## src/rtl/riscv_mem_arb.sv

```systemverilog
// Instruction/data memory arbiter with starvation guard.
// Data side wins ties; a fetch denied STARVE_LIMIT cycles in a row gets
// priority next. Grants and memory request outputs are combinational. Read
// responses are tagged one cycle later. Read data is passed straight through.
module riscv_mem_arb #(
  parameter int unsigned AW           = 32,
  parameter int unsigned DW           = 32,
  parameter int unsigned STARVE_LIMIT = 4
) (
  input  logic          i_clk,
  input  logic          i_rst,
  // Instruction side
  input  logic          i_imem_req,
  input  logic [AW-1:0] i_imem_addr,
  output logic          o_imem_gnt,
  output logic          o_imem_rvalid,
  output logic [DW-1:0] o_imem_rdata,
  // Data side
  input  logic          i_dmem_req,
  input  logic          i_dmem_wr_en,
  input  logic [3:0]    i_dmem_byte_sel,
  input  logic [AW-1:0] i_dmem_addr,
  input  logic [DW-1:0] i_dmem_wdata,
  output logic          o_dmem_gnt,
  output logic          o_dmem_rvalid,
  output logic [DW-1:0] o_dmem_rdata,
  // Memory side
  input  logic          i_mem_ready,
  output logic          o_mem_req,
  output logic          o_mem_wr_en,
  output logic [3:0]    o_mem_byte_sel,
  output logic [AW-1:0] o_mem_addr,
  output logic [DW-1:0] o_mem_wdata,
  input  logic [DW-1:0] i_mem_rdata
);

  localparam logic [3:0] LP_LIMIT = STARVE_LIMIT[3:0];

  logic [3:0] r_starve_cnt;
  logic       r_rsp_i;
  logic       r_rsp_d;
  logic       w_starve;
  logic       w_imem_gnt;
  logic       w_dmem_gnt;

  assign w_starve   = (r_starve_cnt == LP_LIMIT);
  assign w_imem_gnt = i_mem_ready & i_imem_req & (~i_dmem_req | w_starve);
  assign w_dmem_gnt = i_mem_ready & i_dmem_req & ~w_imem_gnt;

  assign o_imem_gnt = w_imem_gnt;
  assign o_dmem_gnt = w_dmem_gnt;

  // Steer the granted requester onto the memory port; idle drives all zeros.
  always_comb begin
    o_mem_req      = w_imem_gnt | w_dmem_gnt;
    o_mem_wr_en    = 1'b0;
    o_mem_byte_sel = 4'b0000;
    o_mem_addr     = '0;
    o_mem_wdata    = '0;
    if (w_imem_gnt) begin
      o_mem_byte_sel = 4'b1111;
      o_mem_addr     = i_imem_addr;
    end else if (w_dmem_gnt) begin
      o_mem_wr_en    = i_dmem_wr_en;
      o_mem_byte_sel = i_dmem_byte_sel;
      o_mem_addr     = i_dmem_addr;
      o_mem_wdata    = i_dmem_wdata;
    end
  end

  // Count consecutive denied fetch cycles (including ready=0), saturating.
  always_ff @(posedge i_clk or posedge i_rst) begin
    if (i_rst) begin
      r_starve_cnt <= 4'd0;
    end else if (i_imem_req && !w_imem_gnt) begin
      if (!w_starve) r_starve_cnt <= r_starve_cnt + 4'd1;
    end else begin
      r_starve_cnt <= 4'd0;
    end
  end

  // Tag which side owns the read data returning next cycle; stores get no tag.
  always_ff @(posedge i_clk or posedge i_rst) begin
    if (i_rst) begin
      r_rsp_i <= 1'b0;
      r_rsp_d <= 1'b0;
    end else begin
      r_rsp_i <= w_imem_gnt;
      r_rsp_d <= w_dmem_gnt & ~i_dmem_wr_en;
    end
  end

  assign o_imem_rvalid = r_rsp_i;
  assign o_dmem_rvalid = r_rsp_d;
  assign o_imem_rdata  = i_mem_rdata;
  assign o_dmem_rdata  = i_mem_rdata;

endmodule

```

## config.mk

```make
export PLATFORM = sky130hd
export DESIGN_NAME = riscv_mem_arb
export DESIGN_NICKNAME = d
export VERILOG_FILES = /design/src/rtl/riscv_mem_arb.sv
export SDC_FILE = /design/constraint.sdc
export NUM_CORES = 1
export LEC_CHECK = 0
export ABC_AREA = 1
export BUFFER_PORTS_ARGS = -buffer_cell sky130_fd_sc_hd__buf_4
export CORE_AREA = 2 2 108 110
export DETAILED_ROUTE_END_ITERATION = 10
export DIE_AREA = 0 0 110 112
export PLACE_DENSITY = 0.58
export SKIP_CTS_REPAIR_TIMING = 1
export SLEW_MARGIN = 20
export SYNTH_ARGS = -nofsm -noshare
export SYNTH_HDL_FRONTEND = slang
export SYNTH_SLANG_ARGS = --single-unit
```

## constraint.sdc

```tcl
create_clock -name i_clk -period 2.6 [get_ports i_clk]
set_input_delay 0.52 -clock i_clk [delete_from_list [all_inputs] [get_ports i_clk]]
set_output_delay 0.52 -clock i_clk [all_outputs]
set_load 0.02 [all_outputs]
```

== After elaboration in Yosys (flattened, before gate mapping) ==
Cells that the tools add are included.

* Flip-flop bits (word level): 6
* Bits of input ports: 138
* Output and inout bits: 138
* Word-level logic and storage cells: 28

* Add/sub/neg operators: 1
* Equal/unequal tests: 2
* Mux-type cells: 10
* Bitwise logic cells: 10
* Reductions and logical operators: 2

{| class="wikitable"
|+ Operators by type and width
! kind !! number
|-
| two-way mux 32 bit || 4
|-
| two-way mux 4 bit || 4
|-
| AND 1 bit || 5
|-
| adder 4 x 1 -> 4 bit (second input constant) || 1
|-
| == test 4 x 3 -> 1 bit (second input constant) || 1
|-
| inverter 1 bit || 3
|-
| two-way mux 1 bit || 2
|-
| != test 2 bit (second input constant) || 1
|-
| OR 1 bit || 2
|-
| logical AND 1 bit || 1
|-
| logical NOT 1 bit || 1
|}

== Longest topological paths before layout ==
Gate-level depths: netlist of the first run.

* Depth after elaboration: 7
* Depth in mapped cells: 9

== Least setup slack after synthesis of the first run ==
Ideal clock, no wire load.

* Kind: register -> output
* Start: register r_starve_cnt[0]
* End: output port o_mem_wdata[22]
* Arrival time: 1,454 ps
* Slack: 626 ps
* Stages on the path, launching flop included: 9
* Cells stage by stage: dfrtp_1 -> inv_1 -> ha_1 -> nand3_4 -> nand2_2 -> nand2_2 -> nand2_2 -> buf_4 -> nor2_1

* Longest elaborated chain between the ends: 7

{| class="wikitable"
|+ Ends and longest elaborated chain
! item !! line !! RTL
|-
| start: declaration || 39 || <nowiki>logic [3:0] r_starve_cnt;</nowiki>
|-
| start signal: assignment || 76 || <nowiki>if (!w_starve) r_starve_cnt <= r_starve_cnt + 4'd1;</nowiki>
|-
| == test 4 x 3 -> 1 bit (*) || 46 || <nowiki>assign w_starve = (r_starve_cnt == LP_LIMIT);</nowiki>
|-
| OR 1 bit (*) || 47 || <nowiki>assign w_imem_gnt = i_mem_ready & i_imem_req & (~i_dmem_req | w_starve);</nowiki>
|-
| AND 1 bit (*) || 47 ||
|-
| inverter 1 bit || 48 || <nowiki>assign w_dmem_gnt = i_mem_ready & i_dmem_req & ~w_imem_gnt;</nowiki>
|-
| AND 1 bit || 48 ||
|-
| two-way mux 32 bit || 63 || <nowiki>end else if (w_dmem_gnt) begin</nowiki>
|-
| two-way mux 32 bit (*) || 60 || <nowiki>if (w_imem_gnt) begin</nowiki>
|-
| end: declaration || 33 || <nowiki>output logic [DW-1:0] o_mem_wdata,</nowiki>
|}

Every way passes the cells marked *; elsewhere a longest branch is shown, timed or not.

== Worst setup path in the final report of the first run ==
* Start: register r_starve_cnt[0]
* End: output port o_mem_wdata[21]

The elaborated chain is that of the path after synthesis.

==> impl_metrics.env, run 1 <==
export IMPL_outcome="finished, final reports clean"
export IMPL_die_w_um=110
export IMPL_cts_tree="done"
export IMPL_synth_top_cell_area_share_pct=28.4
export IMPL_mostFrequentLayoutCells="buf_4 (179), nand2_1 (69), inv_1 (40), nor2_1 (40), nand3_2 (26)"
export IMPL_clk_path_buf_depth=2
export IMPL_finalPower_w=0.000829
export IMPL_dp_final_hpwl_um=4670
export IMPL_slew_headroom_pct=77.0
export IMPL_ys_seq_elements=6
export IMPL_coreArea_um2=11200
export IMPL_syn_nets=429
export IMPL_setup_tns_final_ns=0
export IMPL_dr_pass1_iters=4
export IMPL_grt_pass1_vias=1814
export IMPL_root_buffer="clkbuf_16"
export IMPL_netlist_instances=289
export IMPL_finalWorstSetupSlack_ns=0.266
export IMPL_ir_drop_mv=0.387
export IMPL_fmax_mhz=428
export IMPL_antenna_found_initial=0
export IMPL_max_cap_violations=0
export IMPL_cp_start_kind="register"
export IMPL_multi_input_area_um2=891
export IMPL_wl_per_cell_um=10.3
export IMPL_synth_top_area_cell="buf_4"
export IMPL_dieArea_um2=12300
export IMPL_crit_arrival_ns=1.81
export IMPL_rows=39
export IMPL_powerDensity_nw_per_um2=291
export IMPL_area_growth_pct=56.6
export IMPL_grt_max_degree=38
export IMPL_port_buffers=179
export IMPL_period_share_pct=89.8
export IMPL_synthTopCellsByArea="buf_4 (28%), nand3_2 (14%), nand2_1 (14%), dfrtp_1 (8.2%), inv_1 (8.2%)"
export IMPL_synth_avg_cell_area_um2=6.30
export IMPL_diodes=0
export IMPL_path_clk_slew_ns=0.03
export IMPL_h_tree_depth=1
export IMPL_pin_count=276
export IMPL_ys_seq_area_share_pct=8.24
export IMPL_start_util_pct=16.3
export IMPL_fin_worst_skew_ns=0.000828
export IMPL_postPlaceCellArea_um2=2770
export IMPL_ys_warn_count=0
export IMPL_netlist_area_um2=1820
export IMPL_die_y_um=112
export IMPL_p_leak_nw=1.73
export IMPL_drtAntennaViolNets=0
export IMPL_crit_fanout=35
export IMPL_first_iter_violations=62
export IMPL_layout_commonest_cell="buf_4"
export IMPL_finalInstanceArea_um2=2850
export IMPL_grt_ovfl_total=0
export IMPL_cp_end_kind="primary output"
export IMPL_worst_slew_pin_slew_ns=0.344
export IMPL_nets=539
export IMPL_vias=1970
export IMPL_drive_gt1_share_pct=57.7
export IMPL_fin_crit_ns=2.33
export IMPL_viasPerCell=3.65
export IMPL_drt_wl_total_um=5570
export IMPL_slew_violations=0
export IMPL_hold_viol_final=0
export IMPL_whs_ns=0.215
export IMPL_cp_data_required_time_ns=2.08
export IMPL_place_congestion=0.759
export IMPL_cts_sinks=6
export IMPL_hold_class="in2async"
export IMPL_synth_cell_types=18
export IMPL_setup_worst_path_class="reg2out"
export IMPL_grt_usage_pct=8.15
export IMPL_regArea_um2=150
export IMPL_cts_buffers=3
export IMPL_grt_pass1_wl_um=8270
export IMPL_rsz0062_at_grt="no"
export IMPL_drt_drc_violations_left=0
export IMPL_final_setup_viol_count=0
export IMPL_num_fill_cells=1218
export IMPL_clk_latency_ns=0.23
export IMPL_post_place_ws_ns=0.298
[through the flow]
stage               instances  utilization (%)
floorplan                 289                -
detailed placement        537             24.8
finish                    540             25.5
CTS                       540             25.5
global placement          537             24.8
global route              540             25.5
[cell type report]
cell class	instances	share of cell area, %
clock buffers	3	2.63
inverters	41	5.39
multi-input cells	165	31.2
repair buffers	182	49.2
well taps	143	6.27
flip-flops and latches	6	5.26
[worst max-delay path: stages (launching register included)]
cell and delay, ns:
dfrtp_1 0.40, inv_1 0.11, ha_1 0.23, nand3_4 0.13, nand2_2 0.08, nand2_2 0.08
nand2_4 0.28, nor2_1 0.09, buf_4 0.17
[report_power, final]
part	switching [W]	internal [W]
registers	0.0000100	0.000102
clock network	0.0000547	0.000198
logic	0.000233	0.000232
[final timing paths]
check / end / startpoint / cells after the start / slack, ns
setup / recovery: o_mem_wdata[21] / r_starve_cnt[0] / 8 / 0.27
hold / removal: o_imem_rvalid / i_rst / 2 / 0.22
setup reg to reg: r_starve_cnt[1] / r_starve_cnt[0] / 8 / 1.00
hold reg to reg: r_starve_cnt[2] / r_starve_cnt[3] / 3 / 0.61
max in group asynchronous: r_starve_cnt[1] / i_rst / 2 / 2.18
min in group i_clk: o_dmem_rvalid / i_dmem_wr_en / 2 / 0.45
[state kept, by name, indices dropped and copies added, names as in the netlist]
signal,cells
r_starve_cnt,4
o_dmem_rvalid,1
o_imem_rvalid,1
[routing by layer]
metal | GRT usage [%] | routed length, um | up-vias
met5 | 0 | 0 | -
met4 | 3.63 | 163 | 0
met3 | 1.11 | 426 | 33
met2 | 15.7 | 3110 | 87
met1 | 8.47 | 1870 | 845
li1 | - | - | 1005
[synthesized netlist by cell type]
master / number
inv_2: 1
nand4_1: 1
nor2_1: 40
buf_8: 1
nand2_2: 15
nand3_2: 26
dfrtp_1: 6
buf_12: 3
nand3_4: 1
buf_2: 1
ha_1: 2
a21oi_4: 1
xor2_1: 2
nand2_1: 69
nand3_1: 8
buf_6: 3
buf_4: 69
inv_1: 40
[cell families after synthesis]
family	share of synthesized area, %
compound gates	0.893
xor+xnor	0.962
fa+ha+maj	1.37
buf+inv	43.1
flops	8.24
simple gates	45.4
Power figures use the tool's default switching activity.
==> run 2: changes to the inputs <==
==> config.mk (replaced) <==
export PLATFORM = sky130hd
export DESIGN_NAME = riscv_mem_arb
export DESIGN_NICKNAME = d
export VERILOG_FILES = /design/src/rtl/riscv_mem_arb.sv
export SDC_FILE = /design/constraint.sdc
export NUM_CORES = 1
export LEC_CHECK = 0
export ABC_AREA = 0
export BUFFER_PORTS_ARGS = -buffer_cell sky130_fd_sc_hd__buf_4
export CORE_AREA = 2 2 107 109
export DETAILED_ROUTE_END_ITERATION = 10
export DIE_AREA = 0 0 109 111
export PLACE_DENSITY = 0.55
export SLEW_MARGIN = 20
export SYNTH_ARGS = -nofsm -noshare
export SYNTH_HDL_FRONTEND = slang
export SYNTH_SLANG_ARGS = --single-unit
==> run 2 against run 1 <==
  * Total power fell by 8.3%
  * Global-route usage decreased by 0.27 points
  * Critical path depth is 1 lower
  * Wire length down 0.13%
  * Clock power hardly changed
  * Utilization decreased by 2.8 points
  * Worst setup slack got worse by 0.14 ns
  * Sequential share of layout area is 0.70 points higher
  * Cell area down 12%
  * Fmax fell by 5.6%
  * Final cell count decreased by 21%
  * Largest power group unchanged
  * Highest routed layer unchanged
==> impl_metrics.env, run 2 <==
export IMPL_die_y_um=111
export IMPL_finalWorstSetupSlack_ns=0.127
export IMPL_ys_warn_count=0
export IMPL_path_clk_slew_ns=0.04
export IMPL_dieArea_um2=12100
export IMPL_startpoint="r_starve_cnt[0]"
export IMPL_netlist_instances=177
export IMPL_port_buffers=179
export IMPL_synth_top_cell_area_share_pct=32.9
export IMPL_fin_util_pct=22.7
export IMPL_rsz0062_at_grt="no"
export IMPL_p_seq_share_pct=13.7
export IMPL_drt_drc_violations_left=0
export IMPL_final_setup_viol_count=0
export IMPL_dr_pass1_iters=4
export IMPL_ys_seq_elements=6
export IMPL_synth_edf_count=0
export IMPL_outcome="finished, final reports clean"
export IMPL_top_register="r_starve_cnt"
export IMPL_grt_usage_pct=7.88
export IMPL_area_growth_pct=72.4
export IMPL_reg2reg_to="o_dmem_rvalid"
export IMPL_antenna_found_initial=0
export IMPL_fmax_mhz=404
export IMPL_h_tree_depth=1
export IMPL_layout_commonest_cell="buf_4"
export IMPL_clk_latency_ns=0.23
export IMPL_period_share_pct=95.1
export IMPL_hold_viol_final=0
export IMPL_max_cap_violations=0
export IMPL_maxUsedRoutingLayer="met4"
export IMPL_cts_setup_buffers=0
export IMPL_powerDensity_nw_per_um2=302
export IMPL_internal_power_w=0.000523
export IMPL_cts_buffers=3
export IMPL_root_buffer="clkbuf_16"
export IMPL_cts_sinks=6
export IMPL_synth_top_area_cell="buf_4"
export IMPL_drt_wl_total_um=5560
export IMPL_ys_flop_type="dfrtp_1"
export IMPL_place_congestion=0.766
export IMPL_crit_fanout=34
export IMPL_dp_final_hpwl_um=4730
export IMPL_setup_worst_path_class="reg2out"
export IMPL_largest_register_ffs=4
export IMPL_drtAntennaViolNets=0
export IMPL_vias=1582
export IMPL_grt_pass1_wl_um=7420
export IMPL_cts_tree="done"
export IMPL_worst_slew_pin_slew_ns=0.346
export IMPL_ir_drop_mv=0.189
export IMPL_die_w_um=109
export IMPL_post_place_ws_ns=0.308
export IMPL_wl_per_cell_um=13.0
export IMPL_cp_data_required_time_ns=2.08
export IMPL_worstReg2RegStart="r_starve_cnt[0]"
export IMPL_p_sw_share_pct=31.2
export IMPL_start_util_pct=13.2
export IMPL_route_met2_wl_um=2850
export IMPL_wl_met3_um=712
export IMPL_synth_avg_cell_area_um2=8.26
export IMPL_clk_path_buf_depth=2
export IMPL_cp_end_kind="primary output"
export IMPL_cp_start_kind="register"
export IMPL_diodes=0
export IMPL_combinationalPowerShare_pct=53.5
export IMPL_viasPerCell=3.69
export IMPL_rows=39
export IMPL_grt_ovfl_total=0
export IMPL_synth_cell_types=24
export IMPL_synthTopCellsByCount="buf_4 (64), and2_1 (33), a22o_1 (27), buf_6 (7), dfrtp_1 (6)"
export IMPL_synth_most_common_cell="buf_4"
export IMPL_worstRegToRegCells=6
export IMPL_pin_count=276
export IMPL_wl_met1_um=1880
export IMPL_mostFrequentLayoutCells="buf_4 (179), and2_1 (33), a22o_1 (27), dfrtp_1 (6), a22o_2 (5)"
export IMPL_syn_nets=317
export IMPL_slew_headroom_pct=76.7
export IMPL_crit_end="o_mem_addr[0]"
export IMPL_fin_worst_skew_ns=0.00279
export IMPL_hold_class="in2async"
export IMPL_nets=428
export IMPL_synthTopCellsByArea="buf_4 (33%), a22o_1 (16%), and2_1 (14%), dfrtp_1 (10%), buf_6 (5.4%)"
export IMPL_p_leak_nw=1.37
export IMPL_fin_crit_ns=2.47
export IMPL_netlist_area_um2=1460
export IMPL_setup_tns_final_ns=0
export IMPL_coreArea_um2=11100
export IMPL_p_sw_w=0.000237
export IMPL_grt_pass1_vias=1498
export IMPL_synth_async_reset_ratio_pct=100
export IMPL_finalPower_w=0.000761
export IMPL_grt_max_degree=35
export IMPL_ff2ff_setup_slack_ns=1.00
export IMPL_crit_arrival_ns=1.95
export IMPL_slew_violations=0
export IMPL_ys_seq_area_share_pct=10.3
export IMPL_drive_gt1_share_pct=69.9
export IMPL_first_iter_violations=22
export IMPL_clkPwrFrac_pct=32.9
run 2: cell types whose count changed in the layout (fill, tap and decap cells not counted), sizes merged, moves of 2 or more:
| cell | delta |
|---|---|
| a22o | +32 |
| a31o | +4 |
| and2 | +33 |
| and3 | +4 |
| inv | -37 |
| mux2 | +2 |
| nand2 | -81 |
| nand3 | -34 |
| nor2 | -39 |
| xnor2 | +2 |
| xor2 | -2 |
run 2: area by class of cell:
cell class	instances	area (um^2)
clock buffers	3	75.1
fillers	1199	8560
inverters	4	15.0
multi-input cells	91	714
flip-flops and latches	6	150
well taps	143	179
repair buffers	182	1390
run 2: repair_timing:
item	4_1_cts	5_1_grt
hold buffers	0	0
gates resized for setup	0	2
endpoints found under the setup margin	0	36
hold endpoints to repair	0	0
run 2: power by group through the flow:
stage,Sequential (W),Combinational (W),Clock [W]
after CTS,0.000104,0.000410,0.000256
after detailed placement,0.000105,0.000409,0
after global placement,0.000105,0.000406,0
final,0.000104,0.000407,0.000250
after global routing,0.000105,0.000435,0.000266
after floorplan,0.000106,0.000328,0
run 2: per-stage QoR:
step / instances / hold slack, ns / instance area, um^2
floorplan: 177 / 0.311 / 1460
global placement: 426 / 0.461 / 2440
detailed placement: 426 / 0.477 / 2440
CTS: 429 / 0.231 / 2510
global route: 429 / 0.236 / 2520
finish: 429 / 0.221 / 2520
run 2: cell families after synthesis:
logic type / Yosys count / synth area share (%)
AOI/OAI and AO/OA: 40 / 25.1
xor gates and xnor gates: 2 / 1.20
adders and majority gates: 2 / 1.71
buffers and inverters: 80 / 40.8
DFF: 6 / 10.3
muxes: 2 / 1.54
and+or+nand+nor: 45 / 19.3
run 2: worst min-delay path by stage:
stage | cells past startpoint | endpoint | start | slack, ns
final | 2 | r_starve_cnt[0] | i_rst | 0.22
after global routing | 2 | r_starve_cnt[0] | i_rst | 0.24
after CTS | 2 | r_starve_cnt[0] | i_rst | 0.23
after detailed placement | 2 | o_dmem_rvalid | i_rst | 0.48
after global placement | 2 | o_dmem_rvalid | i_rst | 0.46
after floorplan | 1 | o_dmem_rvalid | i_rst | 0.31
run 2: metal layers:
layer	GRT usage (%)	vias to the layer above
li1	-	755
met5	0	-
met2	14.7	109
met4	3.25	0
met3	2.23	20
met1	7.96	698
run 2: critical path: stages (launching register included):
cell	delay, ns
dfrtp_1	0.41
inv_1	0.06
ha_1	0.23
and3b_4	0.23
a21oi_4	0.17
buf_6	0.27
a22o_1	0.18
buf_4	0.14
